File: config.mk
export PLATFORM = sky130hd
export DESIGN_NAME = pe_filter_rx
export DESIGN_NICKNAME = d
export VERILOG_FILES = /design/src/rtl/noc_pkg.sv /design/src/rtl/filter_pkt_decode.sv /design/src/rtl/pe_filter_rx.sv
export SDC_FILE = /design/constraint.sdc
export NUM_CORES = 1
export LEC_CHECK = 0
export ABC_CLOCK_PERIOD_IN_PS = 5500
export CORE_UTILIZATION = 45
export CTS_CLUSTER_DIAMETER = 200
export DETAILED_ROUTE_END_ITERATION = 8
export PLACE_DENSITY_LB_ADDON = 0.3
export SKIP_LAST_GASP = 1
export SLEW_MARGIN = 20
export SYNTH_ARGS = -nofsm -noshare
export SYNTH_HDL_FRONTEND = slang
export SYNTH_SLANG_ARGS = --single-unit
File: constraint.sdc
create_clock -name clk -period 5.5 [get_ports clk]
set_clock_uncertainty 0.1 [all_clocks]
set_input_delay 0.55 -clock clk [delete_from_list [all_inputs] [get_ports clk]]
set_output_delay 0.55 -clock clk [all_outputs]
set_load 0.03 [all_outputs]
File: src/rtl/noc_pkg.sv
// NoC packet layout, classification constants and the filter receiver state
// type shared by the filter receive path.
package noc_pkg;

    localparam int PKT_W    = 32;
    localparam int RSVD_BIT = 31;
    localparam int TYPE_LSB = 29;
    localparam int TYPE_W   = 2;
    localparam int DST_LSB  = 21;
    localparam int DST_W    = 8;
    localparam int IDX_LSB  = 13;
    localparam int IDX_W    = 8;
    localparam int DATA_LSB = 0;
    localparam int DATA_W   = 13;

    localparam logic [TYPE_W-1:0] PKT_TYPE_FILTER = 2'b00;

    typedef struct packed {
        logic              rsvd;
        logic [TYPE_W-1:0] pkt_type;
        logic [DST_W-1:0]  dst;
        logic [IDX_W-1:0]  idx;
        logic [DATA_W-1:0] data;
    } noc_pkt_t;

    typedef enum logic {
        ST_LOAD  = 1'b0,
        ST_DRAIN = 1'b1
    } rx_state_e;

    function automatic noc_pkt_t unpack_pkt(input logic [PKT_W-1:0] raw);
        noc_pkt_t p;
        p.rsvd     = raw[RSVD_BIT];
        p.pkt_type = raw[TYPE_LSB +: TYPE_W];
        p.dst      = raw[DST_LSB +: DST_W];
        p.idx      = raw[IDX_LSB +: IDX_W];
        p.data     = raw[DATA_LSB +: DATA_W];
        return p;
    endfunction

endpackage

File: src/rtl/filter_pkt_decode.sv
// Combinational unpack and hit/err classification of an inbound NoC packet.
// Header checking (type/dst) is compiled in only with PE_FILTER_RX_PKT_CHECK_EN.
module filter_pkt_decode
    import noc_pkg::*;
#(
    parameter int         WIDTH_F = 5,
    parameter logic [7:0] PE_ADDR = 8'd0
) (
    input  logic [PKT_W-1:0]  pkt_data,
    output logic [2:0]        pkt_idx,
    output logic [DATA_W-1:0] pkt_payload,
    output logic              hit,
    output logic              err
);

    localparam logic [IDX_W-1:0] IDX_LIMIT = IDX_W'(WIDTH_F);

    noc_pkt_t pkt;
    logic     idx_ok;

    always_comb begin
        pkt         = unpack_pkt(pkt_data);
        idx_ok      = (pkt.idx < IDX_LIMIT);
        pkt_idx     = pkt.idx[2:0];
        pkt_payload = pkt.data;
    end

`ifdef PE_FILTER_RX_PKT_CHECK_EN
    logic hdr_ok;
    assign hdr_ok = (pkt.pkt_type == PKT_TYPE_FILTER) && (pkt.dst == PE_ADDR);
    assign hit    = idx_ok && hdr_ok;
    assign err    = !hit;
`else
    // Header fields are ignored; out-of-range indices are dropped silently.
    assign hit = idx_ok;
    assign err = 1'b0;
`endif

endmodule

File: src/rtl/pe_filter_rx.sv
// PE filter-row receiver: collects WIDTH_F weights from NoC packets, then drains
// them in index order to the MAC. Packet checking via PE_FILTER_RX_PKT_CHECK_EN.
module pe_filter_rx
    import noc_pkg::*;
#(
    parameter int         WIDTH_DATA = 13,
    parameter int         WIDTH_F    = 5,
    parameter logic [7:0] PE_ADDR    = 8'd0
) (
    input  logic                  clk,
    input  logic                  rst_n,
    input  logic                  pkt_valid,
    output logic                  pkt_ready,
    input  logic [PKT_W-1:0]      pkt_data,
    output logic                  w_valid,
    input  logic                  w_ready,
    output logic [WIDTH_DATA-1:0] w_data,
    output logic [2:0]            w_idx,
    output logic                  row_loaded,
    output logic [7:0]            row_cnt,
    output logic                  err_pulse
);

    localparam logic [2:0]         K_LAST    = 3'(WIDTH_F - 1);
    localparam logic [WIDTH_F-1:0] MASK_FULL = '1;

    rx_state_e             state_reg, state_next;
    logic [WIDTH_F-1:0]    mask_reg, mask_next;
    logic [WIDTH_F-1:0]    wr_sel;
    logic [WIDTH_DATA-1:0] wbuf_reg [WIDTH_F];
    logic [2:0]            k_reg, k_next;
    logic [7:0]            row_cnt_reg, row_cnt_next;
    logic                  row_loaded_reg, row_loaded_next;
    logic                  err_pulse_reg, err_pulse_next;

    logic [2:0]            dec_idx;
    logic [DATA_W-1:0]     dec_payload;
    logic                  dec_hit;
    logic                  dec_err;
    logic [WIDTH_DATA-1:0] wr_value;
    logic                  pkt_fire;
    logic                  wr_en;
    logic                  w_fire;

    filter_pkt_decode #(
        .WIDTH_F (WIDTH_F),
        .PE_ADDR (PE_ADDR)
    ) u_decode (
        .pkt_data    (pkt_data),
        .pkt_idx     (dec_idx),
        .pkt_payload (dec_payload),
        .hit         (dec_hit),
        .err         (dec_err)
    );

    generate
        if (WIDTH_DATA > DATA_W) begin : g_pad
            assign wr_value = {{(WIDTH_DATA - DATA_W){1'b0}}, dec_payload};
        end else if (WIDTH_DATA == DATA_W) begin : g_same
            assign wr_value = dec_payload;
        end else begin : g_trunc
            assign wr_value = dec_payload[WIDTH_DATA-1:0];
        end
    endgenerate

    // One-hot write select shared by the buffer and the fill mask.
    genvar gi;
    generate
        for (gi = 0; gi < WIDTH_F; gi++) begin : g_sel
            assign wr_sel[gi] = wr_en && (dec_idx == 3'(gi));
        end
    endgenerate

    // Reset gates pkt_ready so nothing is accepted while rst_n is low.
    assign pkt_ready = rst_n && (state_reg == ST_LOAD);
    assign pkt_fire  = pkt_valid && pkt_ready;
    assign wr_en     = pkt_fire && dec_hit;
    assign w_valid   = (state_reg == ST_DRAIN);
    assign w_fire    = w_valid && w_ready;

    always_comb begin
        state_next      = state_reg;
        mask_next       = mask_reg;
        k_next          = k_reg;
        row_cnt_next    = row_cnt_reg;
        row_loaded_next = 1'b0;
        err_pulse_next  = pkt_fire && dec_err;
        case (state_reg)
            ST_LOAD: begin
                mask_next = mask_reg | wr_sel;
                if (mask_next == MASK_FULL) begin
                    state_next      = ST_DRAIN;
                    row_loaded_next = 1'b1;
                end
            end
            ST_DRAIN: begin
                if (w_fire) begin
                    if (k_reg == K_LAST) begin
                        k_next       = 3'd0;
                        mask_next    = '0;
                        row_cnt_next = row_cnt_reg + 8'd1;
                        state_next   = ST_LOAD;
                    end else begin
                        k_next = k_reg + 3'd1;
                    end
                end
            end
            default: state_next = ST_LOAD;
        endcase
    end

    always_ff @(posedge clk) begin
        if (!rst_n) begin
            state_reg      <= ST_LOAD;
            mask_reg       <= '0;
            k_reg          <= 3'd0;
            row_cnt_reg    <= 8'd0;
            row_loaded_reg <= 1'b0;
            err_pulse_reg  <= 1'b0;
        end else begin
            state_reg      <= state_next;
            mask_reg       <= mask_next;
            k_reg          <= k_next;
            row_cnt_reg    <= row_cnt_next;
            row_loaded_reg <= row_loaded_next;
            err_pulse_reg  <= err_pulse_next;
        end
    end

    always_ff @(posedge clk) begin
        if (!rst_n) begin
            for (int i = 0; i < WIDTH_F; i++) begin
                wbuf_reg[i] <= '0;
            end
        end else begin
            for (int i = 0; i < WIDTH_F; i++) begin
                if (wr_sel[i]) begin
                    wbuf_reg[i] <= wr_value;
                end
            end
        end
    end

    assign w_data     = wbuf_reg[k_reg];
    assign w_idx      = k_reg;
    assign row_loaded = row_loaded_reg;
    assign row_cnt    = row_cnt_reg;
    assign err_pulse  = err_pulse_reg;

endmodule

==> results by group, run 1 <==
Worst setup path
  – Crit end category: primary output
  – CP delay by family, top: flip-flops
  – R2r worst-path depth: 4
  – CP max stage delay: 900 ps
  – Crit Reg-Reg Startpoint: w_valid$_SDFF_PN0_
  – Worst path cell trace: mux4_2 > mux2_2 > clkdlybuf4s50_1
  – Crit start category: flop
  – Crit Path Max Fanout: 13
  – Worst Path Required: 4850 ps
  – CP max stage cell: dfxtp_1
  – Number of buffers and inverters on the critical path: 1
  – Crit Path Class: flop to primary output
  – Data arrival at the endpoint of the critical path: 2720 ps
  – Reg-to-reg slack, setup: 3050 ps
  – R2R Path End: wbuf_reg[2][12]$_DFFE_PP_

Synth
  – Sequential-to-total area share from yosys stat: 68.05%
  – Post-Syn Area: 0.003486 sq mm
  – Most common flop cell mapped by yosys: edfxtp_1
  – Post-synth top area cell: edfxtp_1
  – Top cell type's share of synthesized area: 55.99%
  – Cells after Synth: approximately 220
  – Post-Syn Nets: roughly 260
  – Register bit total from synthesis: 86
  – Synth Area per Inst: 15.92 sq um
  – Async set-reset flop share out of synthesis: 0%
  – Number of synthesized flops with an enable pin: 65
  – Netlist cell types: 37
  – Warnings from Yosys: 0
  – Synth top area cells: edfxtp_1 56%, dfxtp_1 12%, mux4_2 8.4%

Route
  – Vias: 1953
  – ANT nets after route: 0
  – First DRT Iteration DRCs: 58
  – Mean routed wirelength per cell: 15.56 microns
  – Routed wire length: 5914 microns
  – Drt pass-1 iters: 4
  – DR vias/cell: between 5 and 6
  – # DRC: 0

Clocking
  – CTS max path bufs: 2
  – CTS resizes: 0
  – CTS tree: built
  – H-tree depth: 3
  – Post-CTS Setup Repair Bufs: 0
  – Hold buffers post-CTS: 0
  – CTS Root Cell: clkbuf_8
  – CTS buffer count: 9
  – Clock Latency Late Sink: 350 ps
  – Clock Pin Slew Worst Setup and Hold Paths: 90 ps
  – Clock Sinks: 86

Job
  – MaxCap Viol Count: 0

Floorplanning
  – I/O pins: 64
  – Die area: 0.008103 sq mm
  – Initial cell density of the core: 47.30%
  – Die H: 90.02 microns
  – Row count: 31
  – Area of the core: 0.007370 sq mm
  – Die Wd: 90.02 microns

Power
  – VDD IR max: 127.6 uV
  – P per Cell Area: 287.3 mW/mm^2
  – Leakage power: about 1.4 nW
  – Design Power: approximately 1.2 mW

Timing
  – Fin. Hold Viols: 0
  – RSZ-0062 raised after global routing: no
  – Min Tclk post-route: 3369 ps
  – Headroom to the max-slew limit: 41.52%
  – FMAX: 0.2968 GHz
  – Final setup vio count: 0
  – Final WS setup: between 2000 and 2500 ps
  – Worst-Margin Slew: 876.0 ps
  – Final Slew Violations: 0
  – Final period util: 61.25%
  – Setup tns final: 0 ps

Worst hold path
  – Min-delay src: mask_reg[2]$_SDFFE_PN0P_
  – Hold Path Class: flop to flop
  – Hold endpoint: mask_reg[2]$_SDFFE_PN0P_
  – Hold path depth: 2

Global routing
  – Largest net degree at the start of global routing: 19
  – Vias in the first global route: ~1900
  – GR Overflow Total: 0
  – First-pass GRT wire length: around 9300 microns
  – GRT Resource Usage Total: 15.40%
  – Antenna violations before repair: 0

Placement
  – PortBufs: 51
  – Setup slack at placement: 2014 ps
  – Gpl congestion: around 0.74
  – Post-DP HPWL: just under 4000 microns
  – Placed Area: 0.004095 sq mm

Finish
  – Fraction of layout cells with a size suffix above 1: roughly 17%
  – Nets@finish: roughly 320
  – Utilization after layout: between 50% and 60%
  – Synth-to-layout area growth: 23.08%
  – Design area: 0.004290 sq mm
  – Number of diodes: 0
  – Fill cells: ~600
  – Largest register FFs: 65

Run status
  – Status: finished, final reports clean
per-layer routing:
metal	global-route usage (%)	wire (microns)	vias up
met3	4.653	197	7
met1	18.10	2503	958
li1	-	-	948
met5	0	0	-
met2	26.78	3140	40
met4	5.242	72	0
synthesized netlist by cell type, types with 2 or more instances:
library cell	count
mux2_2	13
xor2_1	3
o21ai_0	4
nand4_1	4
ha_1	3
a41oi_1	2
nand3_1	5
nand2_1	15
dfxtp_1	21
buf_4	3
mux4_2	13
nor3_1	3
xnor2_1	5
a21oi_1	3
clkbuf_1	2
nor2_1	7
inv_1	5
a21boi_0	3
and3_1	2
edfxtp_1	65
buf_2	2
and2_1	21
worst max path at each step:
stage | slack, ps | to | depth (start not counted)
floorplan | 2860 | wbuf_reg[1][0]$_DFFE_PP_ | 4
global placement | 2040 | wbuf_reg[2][7]$_DFFE_PP_ | 5
detailed placement | 2010 | wbuf_reg[2][7]$_DFFE_PP_ | 5
CTS | 2050 | w_data[2] | 3
global route | 1960 | w_data[4] | 3
finish | 2130 | w_data[4] | 3
layout make-up:
cell class	instances	area (sq um)	share of cell area (%)
clock buffers	9	123.9	2.887
clock inverters	7	71.32	1.662
inverters	5	18.77	0.4374
multi-input cells	121	1055	24.58
flip-flops and latches	86	2372	55.29
well taps	99	123.9	2.887
repair buffers	53	525.5	12.25
per-stage QoR:
| step | cells | hold slack, ps |
|---|---|---|
| 2_1_floorplan | 219 | 329.8 |
| 3_3_place_gp | 364 | 340.6 |
| 4_1_cts | 380 | 367.2 |
| 5_1_grt | 380 | 390.0 |
| 6_report | 380 | 368.7 |
| 3_5_place_dp | 364 | 353.5 |
placed cells by master, fill, tap and decap left out, types with 7 or more instances in the layout:
master and n:
and2_1 21, clkbuf_8 9, clkdlybuf4s50_1 51, dfxtp_1 21
edfxtp_1 65, mux2_2 13, mux4_2 13, nand2_1 15
nor2_1 7
power by group:
part | internal (mW) | switching, mW
registers | 0.720 | 0.00560
clock network | 0.180 | 0.251
logic | 0.0378 | 0.0385
total | 0.938 | 0.295
worst register-to-register path: stages, from the launching register on:
cell      delay (ps)
dfxtp_1          390
and4bb_2         390
and3_1           540
nand3b_1         170
nand2_1          490
kinds of logic (layout without fill, tap and decap cells):
logic type | count (synthesis) | count (layout) | share of synthesized area (%)
AO/OA/AOI/OAI | 16 | 16 | 3.230
XOR/XNOR | 8 | 8 | 2.010
adder cells (fa/ha/maj) | 3 | 3 | 1.077
buffers and inverters | 12 | 74 | 1.687
flip-flops | 86 | 86 | 68.05
multiplexers | 27 | 27 | 12.92
other | 1 | 1 | 0.1076
AND/OR/NAND/NOR | 66 | 66 | 10.91
Power figures use the tool's default switching activity.
==> run 2: changes to the inputs <==
--- a/config.mk
+++ b/config.mk
@@ -5,7 +5,7 @@
 export SDC_FILE = /design/constraint.sdc
 export NUM_CORES = 1
 export LEC_CHECK = 0
-export ABC_CLOCK_PERIOD_IN_PS = 5500
+export ABC_CLOCK_PERIOD_IN_PS = 3200
 export CORE_UTILIZATION = 45
 export CTS_CLUSTER_DIAMETER = 200
 export DETAILED_ROUTE_END_ITERATION = 8
==> constraint.sdc (replaced) <==
create_clock -name clk -period 3.2 [get_ports clk]
set_clock_uncertainty 0.1 [all_clocks]
set_input_delay 0.32 -clock clk [delete_from_list [all_inputs] [get_ports clk]]
set_output_delay 0.32 -clock clk [all_outputs]
set_load 0.03 [all_outputs]
==> run 2 against run 1 <==
Compared with the run above: global-route usage increased by 1.0 points; clock power is 69% higher; hold slack about the same; flip-flop and latch count did not move; cell count increased by 1.6%; critical endpoint is now w_data[2]; critical path depth unchanged; die area is the same; highest routed layer unchanged; setup slack worse by 1800 ps.
==> results by group, run 2 (synthesized netlist as in run 1, its figures left out) <==
Run status
  – Status: finished, final reports clean (unchanged)

Global routing
  – GR Overflow Total: 0 (unchanged)
  – Largest net degree at the start of global routing: 19 (unchanged)
  – First-pass GRT wire length: 9770 microns (was 9321 microns)
  – Antenna violations before repair: 0 (unchanged)
  – Vias in the first global route: 2003 (was 1928)
  – GRT Resource Usage Total: 16.43% (was 15.40%)

Route
  – First DRT Iteration DRCs: 89 (was 58)
  – Mean routed wirelength per cell: 15.81 microns (was 15.56 microns)
  – DR vias/cell: 5.070 (was 5.139)
  – ANT nets after route: 0 (unchanged)
  – Vias: 1957 (was 1953)
  – Drt pass-1 iters: 5 (was 4)
  – # DRC: 0 (unchanged)
  – Routed wire length: 6101 microns (was 5914 microns)

Timing
  – Headroom to the max-slew limit: 54.78% (was 41.52%)
  – Final setup vio count: 0 (unchanged)
  – Final period util: 88.19%
  – Fin. Hold Viols: 0 (unchanged)
  – Final Slew Violations: 0 (unchanged)
  – FMAX: 0.3543 GHz
  – Min Tclk post-route: between 2000 and 3000 ps
  – RSZ-0062 raised after global routing: no (unchanged)
  – Setup tns final: 0 ps (unchanged)
  – Worst-Margin Slew: 677.3 ps (was 876.0 ps)

Clocking
  – H-tree depth: 3 (unchanged)
  – Clock Pin Slew Worst Setup and Hold Paths: 90 ps (about the same)
  – Hold buffers post-CTS: 0 (unchanged)
  – CTS max path bufs: 2 (unchanged)
  – Clock Sinks: 86 (unchanged)
  – CTS buffer count: 9 (unchanged)
  – Clock Latency Late Sink: 350 ps (about the same)
  – CTS resizes: 0 (unchanged)
  – CTS tree: built (unchanged)
  – Post-CTS Setup Repair Bufs: 0 (unchanged)
  – CTS Root Cell: clkbuf_8 (unchanged)

Floorplanning
  – Die Wd: 90.02 microns (unchanged)
  – I/O pins: 64 (unchanged)
  – Row count: 31 (unchanged)
  – Area of the core: 0.007370 sq mm (unchanged)
  – Initial cell density of the core: 47.30% (unchanged)
  – Die H: 90.02 microns (unchanged)
  – Die area: 0.008103 sq mm (unchanged)

Worst setup path
  – CP max stage delay: 760 ps (was 900 ps)
  – Crit Path Max Fanout: 13 (unchanged)
  – Crit Path Class: flop to primary output (unchanged)
  – Worst path cell trace: mux4_2 > mux2_2 > clkdlybuf4s50_1 (unchanged)
  – CP max stage cell: dfxtp_1 (unchanged)
  – Crit start category: flop (unchanged)
  – CP delay by family, top: flip-flops (unchanged)
  – Worst Path Required: 2780 ps (was 4850 ps)
  – Number of buffers and inverters on the critical path: 1 (unchanged)
  – Reg-to-reg slack, setup: 1220 ps (was 3050 ps)
  – Crit end category: primary output (unchanged)
  – Data arrival at the endpoint of the critical path: 2400 ps (was 2720 ps)

Finish
  – Fill cells: 571 (was 593)
  – Nets@finish: 321 (was 315)
  – Synth-to-layout area growth: 24.44% (was 23.08%)
  – Final cell count without fillers: 386 (was 380)
  – Fraction of layout cells with a size suffix above 1: 18.47% (was 16.73%)
  – Utilization after layout: 58.86% (was 58.22%)
  – Storage cell area: 0.002372 sq mm (unchanged)
  – Largest register FFs: 65 (unchanged)
  – Area occupied by multi-input gates: 0.001055 sq mm (unchanged)
  – Number of diodes: 0 (unchanged)
  – Most common cell after layout, fill and taps aside: edfxtp_1 (unchanged)
  – Commonest non-fill, non-tap cells in the layout: 65 x edfxtp_1, 51 x clkdlybuf4s50_1, 21 x and2_1, 21 x dfxtp_1, 15 x nand2_1 (unchanged)

Power
  – P per Cell Area: 486.9 mW/mm^2 (was 287.3 mW/mm^2)
  – Design Power: 2.112 mW (was 1.233 mW)
  – Leakage power: 1.461 nW (was 1.431 nW)
  – VDD IR max: 260.6 uV (was 127.6 uV)

Placement
  – PortBufs: 51 (unchanged)
  – Placed insts: 370 (was 364)
  – Gpl congestion: 0.7574 (was 0.7443)
  – Post-DP HPWL: 4102 microns (was 3921 microns)

Worst hold path
  – Hold Path Class: flop to flop (unchanged)

Job
  – MaxCap Viol Count: 0 (unchanged)
-- run 2: final timing paths --
check                        endpoint  cells after the start                      from
max                         w_data[2]                      3                      flop
min          mask_reg[3]$_SDFFE_PN0P_                      2  mask_reg[3]$_SDFFE_PN0P_
max reg2reg  wbuf_reg[3][1]$_DFFE_PP_                      5        w_valid$_SDFF_PN0_
min reg2reg  mask_reg[3]$_SDFFE_PN0P_                      2  mask_reg[3]$_SDFFE_PN0P_
-- run 2: routing by layer --
metal | routed length (microns) | GRT usage [%]
met1 | 2593 | 19.58
met4 | 70 | 8.065
met2 | 3260 | 27.99
met3 | 177 | 3.807
met5 | 0 | 0
-- run 2: cell type report --
class,instances,share of cell area (%)
Clock buffer,9,2.855
Sequential cell,86,54.69
Tap cell,99,2.855
Inverter,5,0.4327
Timing Repair Buffer,59,13.15
Clock inverter,7,1.702
Multi-Input combinational cell,121,24.31
-- run 2: through the flow --
| step | setup WS [ps] | hold slack, ps | cell area (sq um) |
|---|---|---|---|
| global placement | 697.8 | 341.1 | 4140 |
| global route | 300.8 | 399.3 | 4338 |
| finish | 377.8 | 369.0 | 4338 |
| CTS | 330.2 | 367.4 | 4338 |
| detailed placement | 695.8 | 353.8 | 4140 |
| floorplan | 639.6 | 329.8 | 3486 |
-- run 2: worst min-delay path: cells and delay by family (launching register included) --
family / cells / cell delay [ps]
compound gates: 1 / 50
buf+inv: 1 / 50
flops: 1 / 330
-- run 2: where the power goes --
| group | switching (mW) | internal [mW] |
|---|---|---|
| sequential | 0.0102 | 1.24 |
| combinational | 0.0678 | 0.0682 |
| clock | 0.422 | 0.307 |
==> patch (config.mk and constraints of run 1) <==
Register the output `row_cnt` once more, with the module's reset; this adds one clock of latency there. The other outputs are not delayed to match.
--- a/src/rtl/pe_filter_rx.sv
+++ b/src/rtl/pe_filter_rx.sv
@@ -145,5 +145,11 @@
     assign w_idx      = k_reg;
     assign row_loaded = row_loaded_reg;
-    assign row_cnt    = row_cnt_reg;
+    always_ff @(posedge clk) begin
+        if (!rst_n) begin
+            row_cnt <= '0;
+        end else begin
+            row_cnt <= row_cnt_reg;
+        end
+    end
     assign err_pulse  = err_pulse_reg;
 
Behaviour: same outputs for any inputs over 10 cycles, from zero or initial values and one cycle with rst_n low; that may be too few to reach the edited logic, so the function may still have changed.
==> patch against run 1 <==
Sequential cell count up 8. Critical endpoint is now w_data[0]. Worst setup slack worse by 65 ps. Final area up 4.6%. Global-route usage up 0.44 points. Total power up 4.3%. Routed wire length up 3.8%. Worst hold slack better by 5.6 ps. Combinational power up 2%. Maximum frequency down 1.9%. Synthesized area up 5.2%. Largest cell class unchanged. Sequential power up 7.9%.
==> patch: results (changes against run 1) <==
metric;value;unit;change
clock root buffer;clkbuf_8;;
average cell area after synthesis;15.67;um2;-1.6%
post-synth cell types;32;;-14%
post-cts resize count;0;;unchanged
Reg2Reg Setup Slack;3080;ps;+30 ps
via/cell ratio;5.123;;-0.32%
Port Buffers;51;;unchanged
Hold Crit Class;reg -> reg;;
GPL Wtd Cong;0.8085;;+8.6%
Crit Reg-Reg Startpoint;w_valid$_SDFF_PN0_;;
Synthesis Warnings;0;;unchanged
post-synthesis async set-or-reset flop share;0;;unchanged
Worst-path clk slew;90;ps;about the same
Crit Path Class;reg -> out;;
total of fill cells in the finished design;615;;+3.7%
met3 routed wirelength;224;um;+14%
initial DRC count;100;;+72%
critical path arrival;2780;ps;+60 ps
Seq/Total Area, Yosys;0.6908;;+0.01024
first-pass GRT wire length;9846;um;+5.6%
# nets final;331;;+5.1%
Area contributors post-synth;edfxtp_1 (53%), dfxtp_1 (16%), mux4_2 (8.0%);;
max FFs per register;65;;unchanged
share of layout cells above drive strength 1;0.1616;;-0.005644
top_reg_cell synth;edfxtp_1;;
number of flops mapped to enable cells by yosys;65;;unchanged
min-delay src;mask_reg[0]$_SDFFE_PN0P_;;
final hold slack;374.3;ps;+5.613 ps
CTS Hold Bufs;0;;unchanged
CP max FO;13;;unchanged
DRT met1 WL;2761;um;+10%
Worst VDD drop;129.0;uV;+1.1%
initial antenna violation count;0;;unchanged
drt first pass iters;4;;unchanged
DR WL met2;3020;um;-3.8%
top sig layer;met4;;
Pleak;0.001515;uW;+5.8%
most instantiated cells after synthesis;edfxtp_1 (65), and2_1 (29), dfxtp_1 (29);;
net count of the mapped netlist;273;;+5.8%
largest net degree at the start of global routing;27;;+8
hpwl dp;3863;um;-1.5%
Worst Max-Slew Pin Slew;940.2;ps;+64.26 ps
CTS Buffer Depth;2;;unchanged
aggregate global-route resource usage;0.1584;;+0.004392
dpl cells;383;;+5.2%
post-DR wirelength/cell;15.38;um;-1.2%
status;finished clean;;
routed wire length;6137;um;+3.8%
clk_lat worst skew;350;ps;about the same
vias in the first global route;1948;;+1.0%
Diodes inserted;0;;unchanged
Post-CTS Setup Inserts;0;;unchanged
==> patch: path summary, 6_finish.rpt <==
check / endpoint / depth (start not counted)
worst max register to register: wbuf_reg[0][6]$_DFFE_PP_ / 4
worst max-delay path: w_data[0] / 3
worst min-delay path: mask_reg[0]$_SDFFE_PN0P_ / 2
worst min register to register: mask_reg[0]$_SDFFE_PN0P_ / 2
==> patch: report_power, final <==
group	total (uW)	leakage (uW)	switching [uW]	internal [uW]
clock network	424	0.0000974	250	174
registers	783	0.000850	5.52	778
logic	78.1	0.000567	39.3	38.7
total	1290	0.00151	294	991
==> patch: cells by family (layout without fill, tap and decap cells) <==
| logic type | count (synthesis) | count (layout) | share of synthesized area |
|---|---|---|---|
| flops | 94 | 94 | 0.6908 |
| simple gates | 74 | 74 | 0.1164 |
| mux | 26 | 26 | 0.1198 |
| compound gates | 17 | 17 | 0.03003 |
| buf+inv | 11 | 74 | 0.01263 |
| xor+xnor | 8 | 8 | 0.01911 |
| fa+ha+maj | 3 | 3 | 0.01024 |
| other cells | 1 | 1 | 0.001023 |
==> patch: layout make-up <==
cell class,count,area share
Clock inverter,7,0.01477
Sequential cell,94,0.5641
Multi-Input combinational cell,129,0.2422
Clock buffer,9,0.02759
Timing Repair Buffer,55,0.1204
Inverter,3,0.002508
Tap cell,102,0.02843
==> patch: worst max-delay path: stages (launching register included) <==
cell	delay (ps)
dfxtp_1	950
mux4_2	600
mux2_2	280
clkdlybuf4s50_1	600
==> patch: per-layer routing <==
layer | global-route usage | vias up
li1 | - | 994
met1 | 0.2036 | 987
met2 | 0.2506 | 50
met3 | 0.03648 | 13
met4 | 0.08333 | 0
met5 | 0 | -
==> patch: metrics by stage <==
step,worst slack [ps],area (um2)
2_1_floorplan,2808,3666
3_3_place_gp,1980,4299
3_5_place_dp,1944,4299
4_1_cts,1989,4489
5_1_grt,1892,4489
6_report,2066,4489
